`src/rtl/doc_pkg.sv`:
```
// doc_pkg
// Shared definitions for the document export path: document geometry,
// the ASCII control/substitute characters used on the serial stream, and
// the export sequencer state encoding.
package doc_pkg;

  localparam int DOC_ROWS     = 15;
  localparam int DOC_COLS     = 20;
  localparam int DOC_ROW_BITS = 4;
  localparam int DOC_COL_BITS = 5;

  localparam logic [7:0] ASCII_SP    = 8'h20;
  localparam logic [7:0] ASCII_CR    = 8'h0D;
  localparam logic [7:0] ASCII_LF    = 8'h0A;
  localparam logic [7:0] ASCII_QMARK = 8'h3F;

  typedef enum logic [2:0] {
    ST_IDLE,
    ST_ADDR,
    ST_CAPT,
    ST_SEND,
    ST_CR,
    ST_LF,
    ST_FIN
  } exp_state_t;

endpackage

```
`src/rtl/char_to_ascii.sv`:
```
// char_to_ascii
// Maps a 7-bit document character code to a printable 8-bit byte.
// An empty cell (0x00) becomes a space, printable codes 0x20..0x7E pass
// through, and control codes / DEL become '?' so the terminal never sees
// raw control characters from the document.
// Ports:
//   code_i  [6:0]  character code from the document RAM
//   ascii_o [7:0]  byte to transmit
module char_to_ascii
  import doc_pkg::*;
(
  input  logic [6:0] code_i,
  output logic [7:0] ascii_o
);

  always_comb begin
    ascii_o = ASCII_QMARK;
    if (code_i == 7'h00) begin
      ascii_o = ASCII_SP;
    end else if ((code_i >= 7'h20) && (code_i != 7'h7F)) begin
      ascii_o = {1'b0, code_i};
    end
  end

endmodule

```
`src/rtl/doc_export_sequencer.sv`:
```
// doc_export_sequencer
// Walks the document RAM in row-major order and streams every cell as an
// ASCII byte over a valid/ready handshake, optionally terminating each row
// with CR LF and optionally pulsing clear_data once the export completes.
// Ports:
//   clk, rst          clock, asynchronous active-high reset
//   start, abort      single-cycle export request / cancel
//   doc_data          document read data for doc_addr
//   doc_read_enable   high while the sequencer owns the document read port
//   doc_addr          {row, col} document address
//   tx_data/tx_valid  byte stream towards the UART transmitter
//   tx_ready          transmitter accepts the byte this cycle
//   clear_data        one-cycle pulse after a completed export
//   busy              export in progress
module doc_export_sequencer
  import doc_pkg::*;
#(
  parameter int ROWS        = DOC_ROWS,
  parameter int COLS        = DOC_COLS,
  parameter int ROW_BITS    = DOC_ROW_BITS,
  parameter int COL_BITS    = DOC_COL_BITS,
  parameter bit EMIT_CRLF   = 1'b1,
  parameter bit CLEAR_AFTER = 1'b0
) (
  input  logic                         clk,
  input  logic                         rst,
  input  logic                         start,
  input  logic                         abort,
  input  logic [7:0]                   doc_data,
  output logic                         doc_read_enable,
  output logic [ROW_BITS+COL_BITS-1:0] doc_addr,
  output logic [7:0]                   tx_data,
  output logic                         tx_valid,
  input  logic                         tx_ready,
  output logic                         clear_data,
  output logic                         busy
);

  localparam logic [ROW_BITS-1:0] ROW_LAST = ROW_BITS'(ROWS - 1);
  localparam logic [COL_BITS-1:0] COL_LAST = COL_BITS'(COLS - 1);

  exp_state_t          state_q, state_d;
  logic [ROW_BITS-1:0] row_q, row_d;
  logic [COL_BITS-1:0] col_q, col_d;
  logic [7:0]          data_q, data_d;
  logic                valid_q, valid_d;
  logic                rd_en_q, rd_en_d;
  logic                clear_q, clear_d;
  logic                busy_q, busy_d;

  logic [7:0] mapped_byte;
  logic       doc_msb_unused;

  // Bit 7 of the document word carries no character information.
  assign doc_msb_unused = doc_data[7];

  char_to_ascii u_map (
    .code_i  (doc_data[6:0]),
    .ascii_o (mapped_byte)
  );

  always_comb begin
    state_d = state_q;
    row_d   = row_q;
    col_d   = col_q;
    data_d  = data_q;
    valid_d = valid_q;
    rd_en_d = rd_en_q;
    clear_d = 1'b0;
    busy_d  = busy_q;

    unique case (state_q)
      ST_IDLE: begin
        if (start && !abort) begin
          row_d   = '0;
          col_d   = '0;
          rd_en_d = 1'b1;
          busy_d  = 1'b1;
          state_d = ST_ADDR;
        end
      end
      // The address was registered on entry, so the RAM sees it during
      // ADDR; a synchronous RAM then returns data during CAPT.
      ST_ADDR: state_d = ST_CAPT;
      ST_CAPT: begin
        data_d  = mapped_byte;
        valid_d = 1'b1;
        state_d = ST_SEND;
      end
      ST_SEND: begin
        if (tx_ready) begin
          valid_d = 1'b0;
          if (col_q != COL_LAST) begin
            col_d   = col_q + 1'b1;
            state_d = ST_ADDR;
          end else if (EMIT_CRLF) begin
            data_d  = ASCII_CR;
            valid_d = 1'b1;
            state_d = ST_CR;
          end else if (row_q != ROW_LAST) begin
            row_d   = row_q + 1'b1;
            col_d   = '0;
            state_d = ST_ADDR;
          end else begin
            rd_en_d = 1'b0;
            clear_d = CLEAR_AFTER;
            state_d = ST_FIN;
          end
        end
      end
      ST_CR: begin
        if (tx_ready) begin
          data_d  = ASCII_LF;
          state_d = ST_LF;
        end
      end
      ST_LF: begin
        if (tx_ready) begin
          valid_d = 1'b0;
          if (row_q != ROW_LAST) begin
            row_d   = row_q + 1'b1;
            col_d   = '0;
            state_d = ST_ADDR;
          end else begin
            rd_en_d = 1'b0;
            clear_d = CLEAR_AFTER;
            state_d = ST_FIN;
          end
        end
      end
      ST_FIN: begin
        busy_d  = 1'b0;
        state_d = ST_IDLE;
      end
      default: state_d = ST_IDLE;
    endcase

    // Cancel overrides everything, including a byte mid-handshake.
    if (abort && (state_q != ST_IDLE)) begin
      state_d = ST_IDLE;
      row_d   = '0;
      col_d   = '0;
      valid_d = 1'b0;
      rd_en_d = 1'b0;
      clear_d = 1'b0;
      busy_d  = 1'b0;
    end
  end

  always_ff @(posedge clk or posedge rst) begin
    if (rst) begin
      state_q <= ST_IDLE;
      row_q   <= '0;
      col_q   <= '0;
      data_q  <= '0;
      valid_q <= 1'b0;
      rd_en_q <= 1'b0;
      clear_q <= 1'b0;
      busy_q  <= 1'b0;
    end else begin
      state_q <= state_d;
      row_q   <= row_d;
      col_q   <= col_d;
      data_q  <= data_d;
      valid_q <= valid_d;
      rd_en_q <= rd_en_d;
      clear_q <= clear_d;
      busy_q  <= busy_d;
    end
  end

  // row/col are registers, so the address output is registered as well.
  assign doc_addr        = {row_q, col_q};
  assign doc_read_enable = rd_en_q;
  assign tx_data         = data_q;
  assign tx_valid        = valid_q;
  assign clear_data      = clear_q;
  assign busy            = busy_q;

endmodule

```
`config.mk`:
```
export PLATFORM = sky130hd
export DESIGN_NAME = doc_export_sequencer
export DESIGN_NICKNAME = d
export VERILOG_FILES = /design/src/rtl/doc_pkg.sv /design/src/rtl/char_to_ascii.sv /design/src/rtl/doc_export_sequencer.sv
export SDC_FILE = /design/constraint.sdc
export NUM_CORES = 1
export LEC_CHECK = 0
export BUFFER_PORTS_ARGS = -buffer_cell sky130_fd_sc_hd__buf_2
export CAP_MARGIN = 15
export CELL_PAD_IN_SITES_DETAIL_PLACEMENT = 1
export CELL_PAD_IN_SITES_GLOBAL_PLACEMENT = 2
export CORE_MARGIN = 3
export CORE_UTILIZATION = 30
export DETAILED_ROUTE_END_ITERATION = 7
export GPL_ROUTABILITY_DRIVEN = 1
export PLACE_DENSITY_LB_ADDON = 0.1
export SLEW_MARGIN = 10
export SYNTH_ARGS = -nofsm -noshare
export SYNTH_HDL_FRONTEND = slang
export SYNTH_SLANG_ARGS = --single-unit
```
`constraint.sdc`:
```
create_clock -name clk -period 2.4 [get_ports clk]
set_input_delay 0.24 -clock clk [delete_from_list [all_inputs] [get_ports clk]]
set_output_delay 0.24 -clock clk [all_outputs]
set_load 0.01 [all_outputs]
```
### Word-level counts from Yosys, hierarchy flattened

Cells that the tools add are included.

| cells by class | value |
|---|---|
| muxes and demuxes | 38 |
| $add $sub $neg | 2 |
| $lt $le $gt $ge | 1 |
| reduce and logical (&&, ||, !) cells | 19 |
| eq/ne operators | 19 |

Operator list:

| cell | number |
|---|---|
| $mux 8 | 4 |
| $mux 5 | 6 |
| $pmux 8 s3 | 1 |
| $mux 3 | 7 |
| $ne 3x3->1 const B | 7 |
| $pmux 3 s6 | 1 |
| $mux 4 | 4 |
| $reduce_and 4->1 | 4 |
| $pmux 5 s3 | 1 |
| $reduce_bool 3->1 | 4 |
| $eq 3x3->1 const B | 3 |
| $mux 1 | 9 |
| $pmux 4 s2 | 1 |
| $reduce_bool 4->1 | 2 |
| $ge 7x6->1 const B | 1 |
| $logic_not 7->1 | 1 |
| $mux 7 | 1 |
| $ne 7x7->1 const B | 1 |
| $eq 3x2->1 const B | 2 |
| $ne 2x2->1 const B | 3 |
| $reduce_and 6->1 | 1 |
| $add 5x1->5 const B | 1 |
| $ne 5x5->1 const B | 1 |
| $add 4x1->4 const B | 1 |
| other kinds (9) | 12 |

| word-level totals | value |
|---|---|
| logic and storage cells | 86 |
| bits of input ports | 13 |
| register bits | 23 |

### Longest topological paths before layout

Gate-level depths: netlist (run 1).

| depth | value |
|---|---|
| depth in word-level cells | 5 |
| depth in mapped cells | 7 |
| mapped depth without buffers | 7 |

### Cells and area by module

Synthesis (run 1) repeated with hierarchy kept, for this count alone.

| unflattened totals | value |
|---|---|
| cells, all modules | 180 |
| area, all modules | 1582.8 µm² |

By module, submodules not included:

| module | instances | seq. area each (µm²) | cells each | area an instance (µm²) |
|---|---|---|---|---|
| doc_export_sequencer | 1 | 575.6 | 163 | 1470.2 |
| char_to_ascii | 1 | 0.0 | 17 | 112.6 |

### Worst setup path after synthesis (run 1)

OpenSTA, ideal clock, no wires.

| timing path | value |
|---|---|
| path kind | reg2reg |
| from | register row_q[0] |
| to | register col_q[3] |
| library setup time | 0.092 ns |
| data required time | 2.308 ns |
| data arrival time | 1.675 ns |
| stages on the path, launching flop included | 8 |
| path slack | 0.634 ns |
| path buffers | 0 |
| cell sequence | dfrtp_1 inv_1 ha_1 and3_2 a22oi_4 o31ai_4 or2_4 o31ai_2 |

| on the way | value |
|---|---|
| cells in the longest elaborated chain, start to end | 3 |

RTL lines:

| item | line | RTL |
|---|---|---|
| from (decl) | doc_export_sequencer.sv:43 | `logic [ROW_BITS-1:0] row_q, row_d;` |
| from (signal assigned) | doc_export_sequencer.sv:162 | `row_q <= row_d;` |
| $ne 4x4->1 | doc_export_sequencer.sv:120 | `if (row_q != ROW_LAST) begin` |
| $ne 3x3->1 (no source line) | n/a |  |
| $reduce_and 6->1 (no source line) | n/a |  |
| to (signal assigned) | doc_export_sequencer.sv:163 | `col_q <= col_d;` |
| to (decl) | doc_export_sequencer.sv:44 | `logic [COL_BITS-1:0] col_q, col_d;` |

Every way passes these cells.
A chain may end at the register's enable or synchronous reset.

### Final worst setup path (run 1)

| timing path | value |
|---|---|
| from | register col_q[0] |
| to | register col_q[4] |

| on the way | value |
|---|---|
| cells in the longest elaborated chain, start to end | 5 |
| elaborated cells between the ends (all ways) | 8 |
| classes of those cells | add/sub: 1; eq/ne: 2; mux: 4; reduce/logical: 1 |

RTL lines:

| item | line | RTL |
|---|---|---|
| $add 5x1->5 | doc_export_sequencer.sv:94 | `col_d = col_q + 1'b1;` |
| $mux 5 | doc_export_sequencer.sv:93 | `if (col_q != COL_LAST) begin` |
| $mux 5 | doc_export_sequencer.sv:91 | `if (tx_ready) begin` |
| $pmux 5 s3 | doc_export_sequencer.sv:72 | `unique case (state_q)` |
| $mux 5 | doc_export_sequencer.sv:139 | `if (abort && (state_q != ST_IDLE)) begin` |

Several ways; a longest one is shown, not always the timed one. The select of a mux whose other input is x is not followed.

==> impl_metrics.ini, run 1 <==
[floorplan]
dieArea_um2 = 5840
start_util_pct = 31.3
core_area_um2 = 4750
rows = 25
io_pins = 34
chipHeight_um = 76.5
die_w_um = 76.5

[pwr]
p_leak_nw = 0.781
ir_worst_vdd_uv = 277
power_per_cell_area_nw_per_um2 = 651
total_power_mw = 1.11

[grt]
grt_first_pass_wirelength_um = 6440
grt.total_usage_pct = 13.4
antenna_found_initial = 0
globalRouteOverflowTotal = 0
grt_pass1_vias = 1383
grt_max_degree = 23

[place]
io_buffers = 30
dp_hpwl_um = 2860
gp_congestion = 0.723

[timing]
rsz0062_at_grt = no
finalSetupViolCount = 0
hold_viol_final = 0
setup-tns-final_ns = 0
worst_pin_slew_ns = 0.871
skew_ns = 0.00312
max_freq_mhz = 537
period_needed_ns = 1.86
holdWs_ns = 0.140
slew_viol_final = 0
min_period_over_period_pct = 77.7
max_slew_margin_pct = 41.9

[detailed_routing]
drt-initial-drc-count = 18
via_per_inst = 5.07
drc_errors = 0
ant_nets = 0
routed_wl_um = 3820
firstDrtPassIters = 4
via_count = 1302
wl_per_cell_um = 14.9

[cts]
clock_latency_ns = 0.27
cts_tree = built
cts_buffer_depth = 2
cts_buffers = 3
clk_pin_slew_ns = 0.08
clock_sinks = 22
cts_root_buf = clkbuf_8
post-cts-setup-buffers = 0
htree_levels = 1
cts_resized = 0
cts_hold_buffers = 0

[synthesis]
async_flop_share_pct = 100
ys_types = 51
ys.flop_type = dfrtp_1
synth_cells = 163
synth_top_area_share_pct = 37.0
synth_edf_count = 0
yosysTopAreaCell = dfrtp_1
avgSynthCellArea_um2 = 9.13
yosysSeqAreaShare_pct = 37.0
yosys_register_bits = 22
synth_area_um2 = 1490
yosysWarnings = 0
synthTopCellsByArea = dfrtp_1 37%, o21ai_0 8.1%, nand2_1 3.8%

[setup_path]
critPathLaunchType = register
path_delay_family = simple AND/OR/NAND/NOR gates
cp.buffers_inverters = 0
worst_path_max_delay_cell = dfrtp_1
critPathMaxFanout = 7
cp.required_ns = 2.58
r2r_cells = 6
path_cells = ha_1 > and4bb_2 > a22oi_4 > o31ai_4 > or2_4 > o31ai_2
end_kind = register
r2r_setup_slack_ns = 0.54
reg2reg_from = col_q[0]
crit_type = register to register
cpPeakStageDelay_ns = 0.43
r2r-end = col_q[4]
worstPathArrival_ns = 2.05

[min_path]
hold_path.class = input port to asynchronous set/reset pin

[cells_and_area]
drive_gt1_share_pct = 27.4
num_antenna_cells = 0
syn_to_final_growth_pct = 15.0
nets = 207

[outcome]
outcome = finished clean

[job]
drv_cap = 0
-- worst max path at each step --
| stage | depth (start not counted) | to | slack [ns] | from |
|---|---|---|---|---|
| after global placement | 5 | col_q[0] | 0.55 | state_q[1] |
| final | 6 | col_q[4] | 0.54 | col_q[0] |
| after CTS | 7 | col_q[4] | 0.51 | row_q[0] |
| after floorplan | 7 | col_q[3] | 0.63 | row_q[0] |
| after global routing | 5 | col_q[2] | 0.37 | state_q[1] |
| after detailed placement | 7 | col_q[4] | 0.52 | row_q[0] |
-- cell usage after synthesis (4+ instances only) --
cell / number
nor3_1: 5
nor2_1: 10
o21ai_0: 24
nand3_1: 7
dfrtp_1: 22
inv_1: 4
buf_6: 4
a21oi_1: 11
nand2_1: 15
-- cell families (layout without fill, tap and decap cells) --
kind of cell	after synthesis	count (layout)	share of synthesized area, %
AOI/OAI and AO/OA	62	62	29.2
and+or+nand+nor	60	60	23.4
DFF	22	22	37.0
buffers and inverters	13	39	6.22
adders and majority gates	3	3	2.52
muxes	2	2	1.43
other	1	2	0.252
-- cell type report --
type | count | area (um^2)
inverter | 4 | 15.0
multi-input combinational | 129 | 850
clock buffer | 4 | 55.1
tap | 67 | 83.8
timing repair buffer | 31 | 158
sequential | 22 | 551
fill | 587 | 3040
-- metal layers --
| layer | part of all wire, % | GRT usage [%] |
|---|---|---|
| met2 | 47 | 21.9 |
| met5 | 0 | 0 |
| met1 | 48 | 17.9 |
| met3 | 2.6 | 1.89 |
| met4 | 1.5 | 5.25 |
-- placed cells by master, fill, tap and decap left out, types with 2 or more instances in the layout --
master     n
a21o_1     3
a21oi_1   11
a21oi_2    2
a22o_1     3
a22oi_1    2
and2_1     3
buf_2     30
clkbuf_8   4
conb_1     2
dfrtp_1   22
ha_1       3
inv_1      4
nand2_1   15
nand2b_1   2
nand2b_2   2
nand3_1    7
nor2_1    10
nor2b_1    3
nor3_1     5
o21ai_0   24
o31a_1     2
o31ai_2    2
-- flip-flops by register name, summed over array words and instances, names as in the netlist --
register	cells
tx_data	7
busy	1
tx_valid	1
doc_read_enable	1
col_q	5
state_q	3
row_q	4
-- through the flow --
step / util, % / worst slack [ns] / area [um^2] / cells
final: 36.0 / 0.536 / 1710 / 257
after global routing: 36.0 / 0.369 / 1710 / 257
after CTS: 36.0 / 0.509 / 1710 / 257
after detailed placement: 34.8 / 0.522 / 1660 / 253
after global placement: 34.8 / 0.553 / 1660 / 253
after floorplan: - / 0.634 / 1490 / 164
-- report_power, final --
| group | switching (mW) | internal (mW) | total, mW |
|---|---|---|---|
| combinational | 0.193 | 0.151 | 0.344 |
| clock | 0.127 | 0.147 | 0.274 |
| sequential | 0.0541 | 0.443 | 0.497 |
Power figures use the tool's default switching activity.
==> run 2, diff against run 1 <==
--- a/config.mk
+++ b/config.mk
@@ -5,12 +5,13 @@
 export SDC_FILE = /design/constraint.sdc
 export NUM_CORES = 1
 export LEC_CHECK = 0
+export ABC_AREA = 1
 export BUFFER_PORTS_ARGS = -buffer_cell sky130_fd_sc_hd__buf_2
 export CAP_MARGIN = 15
 export CELL_PAD_IN_SITES_DETAIL_PLACEMENT = 1
 export CELL_PAD_IN_SITES_GLOBAL_PLACEMENT = 2
 export CORE_MARGIN = 3
-export CORE_UTILIZATION = 30
+export CORE_UTILIZATION = 28
 export DETAILED_ROUTE_END_ITERATION = 7
 export GPL_ROUTABILITY_DRIVEN = 1
 export PLACE_DENSITY_LB_ADDON = 0.1
==> constraint.sdc (replaced) <==
create_clock -name clk -period 1.9 [get_ports clk]
set_input_delay 0.19 -clock clk [delete_from_list [all_inputs] [get_ports clk]]
set_output_delay 0.19 -clock clk [all_outputs]
set_load 0.01 [all_outputs]
==> run 2 against run 1 <==
  * Fmax up 13%
  * Count of clock-buffer cells in the layout unchanged
  * Global-route usage up 1.2 points
  * Via count up 16%
  * Clock power up 29%
  * Die area up 7.3%
  * Clock skew down 0.0012 ns
  * Largest power group is now combinational cells
==> impl_metrics.ini, run 2 <==
[cts]
clk_pin_slew_ns = 0.09
htree_levels = 1
cts_root_buf = clkbuf_8
cts_buffer_depth = 2
cts_tree = built
clock_sinks = 22
cts_buffers = 3
clock_latency_ns = 0.26

[cells_and_area]
final_cell_mix = 87 x nand2_1, 30 x buf_2, 29 x nor2_1
largest_register_ffs = 7
final_common_cell = nand2_1
final_core_util_pct = 35.3
nets = 284
syn_to_final_growth_pct = 20.9
fin_area_um2 = 1810
num_antenna_cells = 0
drive_gt1_share_pct = 21.7
n_fill_cell = 704

[setup_path]
path_cells = nor2_2 > nand2_2 > nand2_2 > nand3_1 > nand3_1 > nand2_1 > nand2_1
cpPeakStageDelay_ns = 0.47
end_kind = register
cp.required_ns = 2.11
critPathLaunchType = register
crit_type = register to register
critPathMaxFanout = 7
worstPathArrival_ns = 1.85
worst_path_max_delay_cell = dfrtp_1

[timing]
finalSetupViolCount = 0
slew_viol_final = 0
min_period_over_period_pct = 86.7
rsz0062_at_grt = no
finalWorstSetupSlack_ns = 0.253
max_freq_mhz = 607
hold_viol_final = 0
period_needed_ns = 1.65
skew_ns = 0.00193
setup-tns-final_ns = 0

[job]
drv_cap = 0

[detailed_routing]
via_per_inst = 4.48
routed_wl_um = 4120
via_count = 1510
drt-initial-drc-count = 35
firstDrtPassIters = 4
drc_errors = 0
ant_nets = 0
wl_per_cell_um = 12.2

[grt]
grt_first_pass_wirelength_um = 7360
grt_pass1_vias = 1537
globalRouteOverflowTotal = 0
grt_max_degree = 23
antenna_found_initial = 0
grt.total_usage_pct = 14.6

[synthesis]
async_flop_share_pct = 100
yosysSeqAreaShare_pct = 36.7
ys_types = 23
synth_commonest_cells = 87 x nand2_1, 29 x nor2_1, 22 x dfrtp_1
avgSynthCellArea_um2 = 6.52
synth_top_area_share_pct = 36.7
yosysTopAreaCell = dfrtp_1
synth_edf_count = 0
synth_area_um2 = 1500
synth_cells = 230
yosys_register_bits = 22
yosysWarnings = 0
synth.most_common_cell = nand2_1
synthTopCellsByArea = dfrtp_1 37%, nand2_1 22%, nor2_1 7.3%
ys.flop_type = dfrtp_1

[place]
pre_cts_slack_ns = 0.237
placed_area_um2 = 1750
io_buffers = 30
gp_congestion = 0.772
dp_hpwl_um = 3270

[floorplan]
rows = 26
chipHeight_um = 79.2
die_w_um = 79.2
io_pins = 34
core_area_um2 = 5140
start_util_pct = 29.2
dieArea_um2 = 6270

[pwr]
power_per_cell_area_nw_per_um2 = 1020
p_leak_nw = 1.02
ir_worst_vdd_uv = 344

[outcome]
outcome = finished clean

[min_path]
hold_path.class = input port to register
==> run 2: per-stage QoR <==
stage	power [mW]	hold WS (ns)	cells
final	1.85	0.233	337
after detailed placement	1.54	0.256	332
after CTS	1.90	0.238	337
after floorplan	1.26	0.179	231
after global placement	1.53	0.250	332
after global routing	2.04	0.248	337
==> run 2: path summary, 6_finish.rpt <==
path / from / end / slack [ns] / cells after the start
worst max register to register: state_q[0] / col_q[2] / 0.25 / 7
worst min-delay path: start / doc_read_enable / 0.23 / 3
worst min register to register: tx_data[0] / tx_data[0] / 0.47 / 2
max in group asynchronous: rst / col_q[3] / 1.17 / 4
min in group asynchronous: rst / tx_valid / 0.50 / 4
worst max-delay path: state_q[0] / col_q[2] / 0.25 / 7
==> run 2: worst max-delay path: cells and delay by family (launching register included) <==
| family | cells | cell delay (ns) |
|---|---|---|
| AND/OR/NAND/NOR | 7 | 1.11 |
| flip-flops | 1 | 0.47 |
==> run 2: what timing repair did <==
item,CTS,global route
buffers inserted,0,0
hold buffers,1,0
resized for setup,0,0
endpoints found under the hold margin,22,0
==> run 2: cells by family after synthesis <==
group,Yosys count,share of synthesized area [%]
other,1,0.250
adder cells (fa/ha/maj),3,2.50
AO/OA/AOI/OAI,23,7.84
AND/OR/NAND/NOR,154,44.2
flip-flops,22,36.7
buffers and inverters,24,6.76
XOR/XNOR,3,1.75
==> run 2: layer usage <==
| metal | vias up | global-route usage, % | wire length, um |
|---|---|---|---|
| li1 | 797 | - | - |
| met1 | 698 | 19.4 | 2020 |
| met2 | 13 | 25.1 | 1970 |
| met3 | 2 | 2.04 | 95 |
| met4 | 0 | 3.09 | 30 |
| met5 | - | 0 | 0 |
==> run 2: cell type report <==
type | count | area (um^2) | area share (%)
clock buffers | 4 | 55.1 | 3.03
inverters | 21 | 78.8 | 4.34
multi-input cells | 185 | 852 | 47.0
flip-flops and latches | 22 | 551 | 30.3
well taps | 70 | 87.6 | 4.83
repair buffers | 35 | 190 | 10.5
==> run 2: report_power, final <==
group,switching (mW),internal [mW]
Combinational,0.540,0.285
Clock,0.168,0.185
Sequential,0.0798,0.594
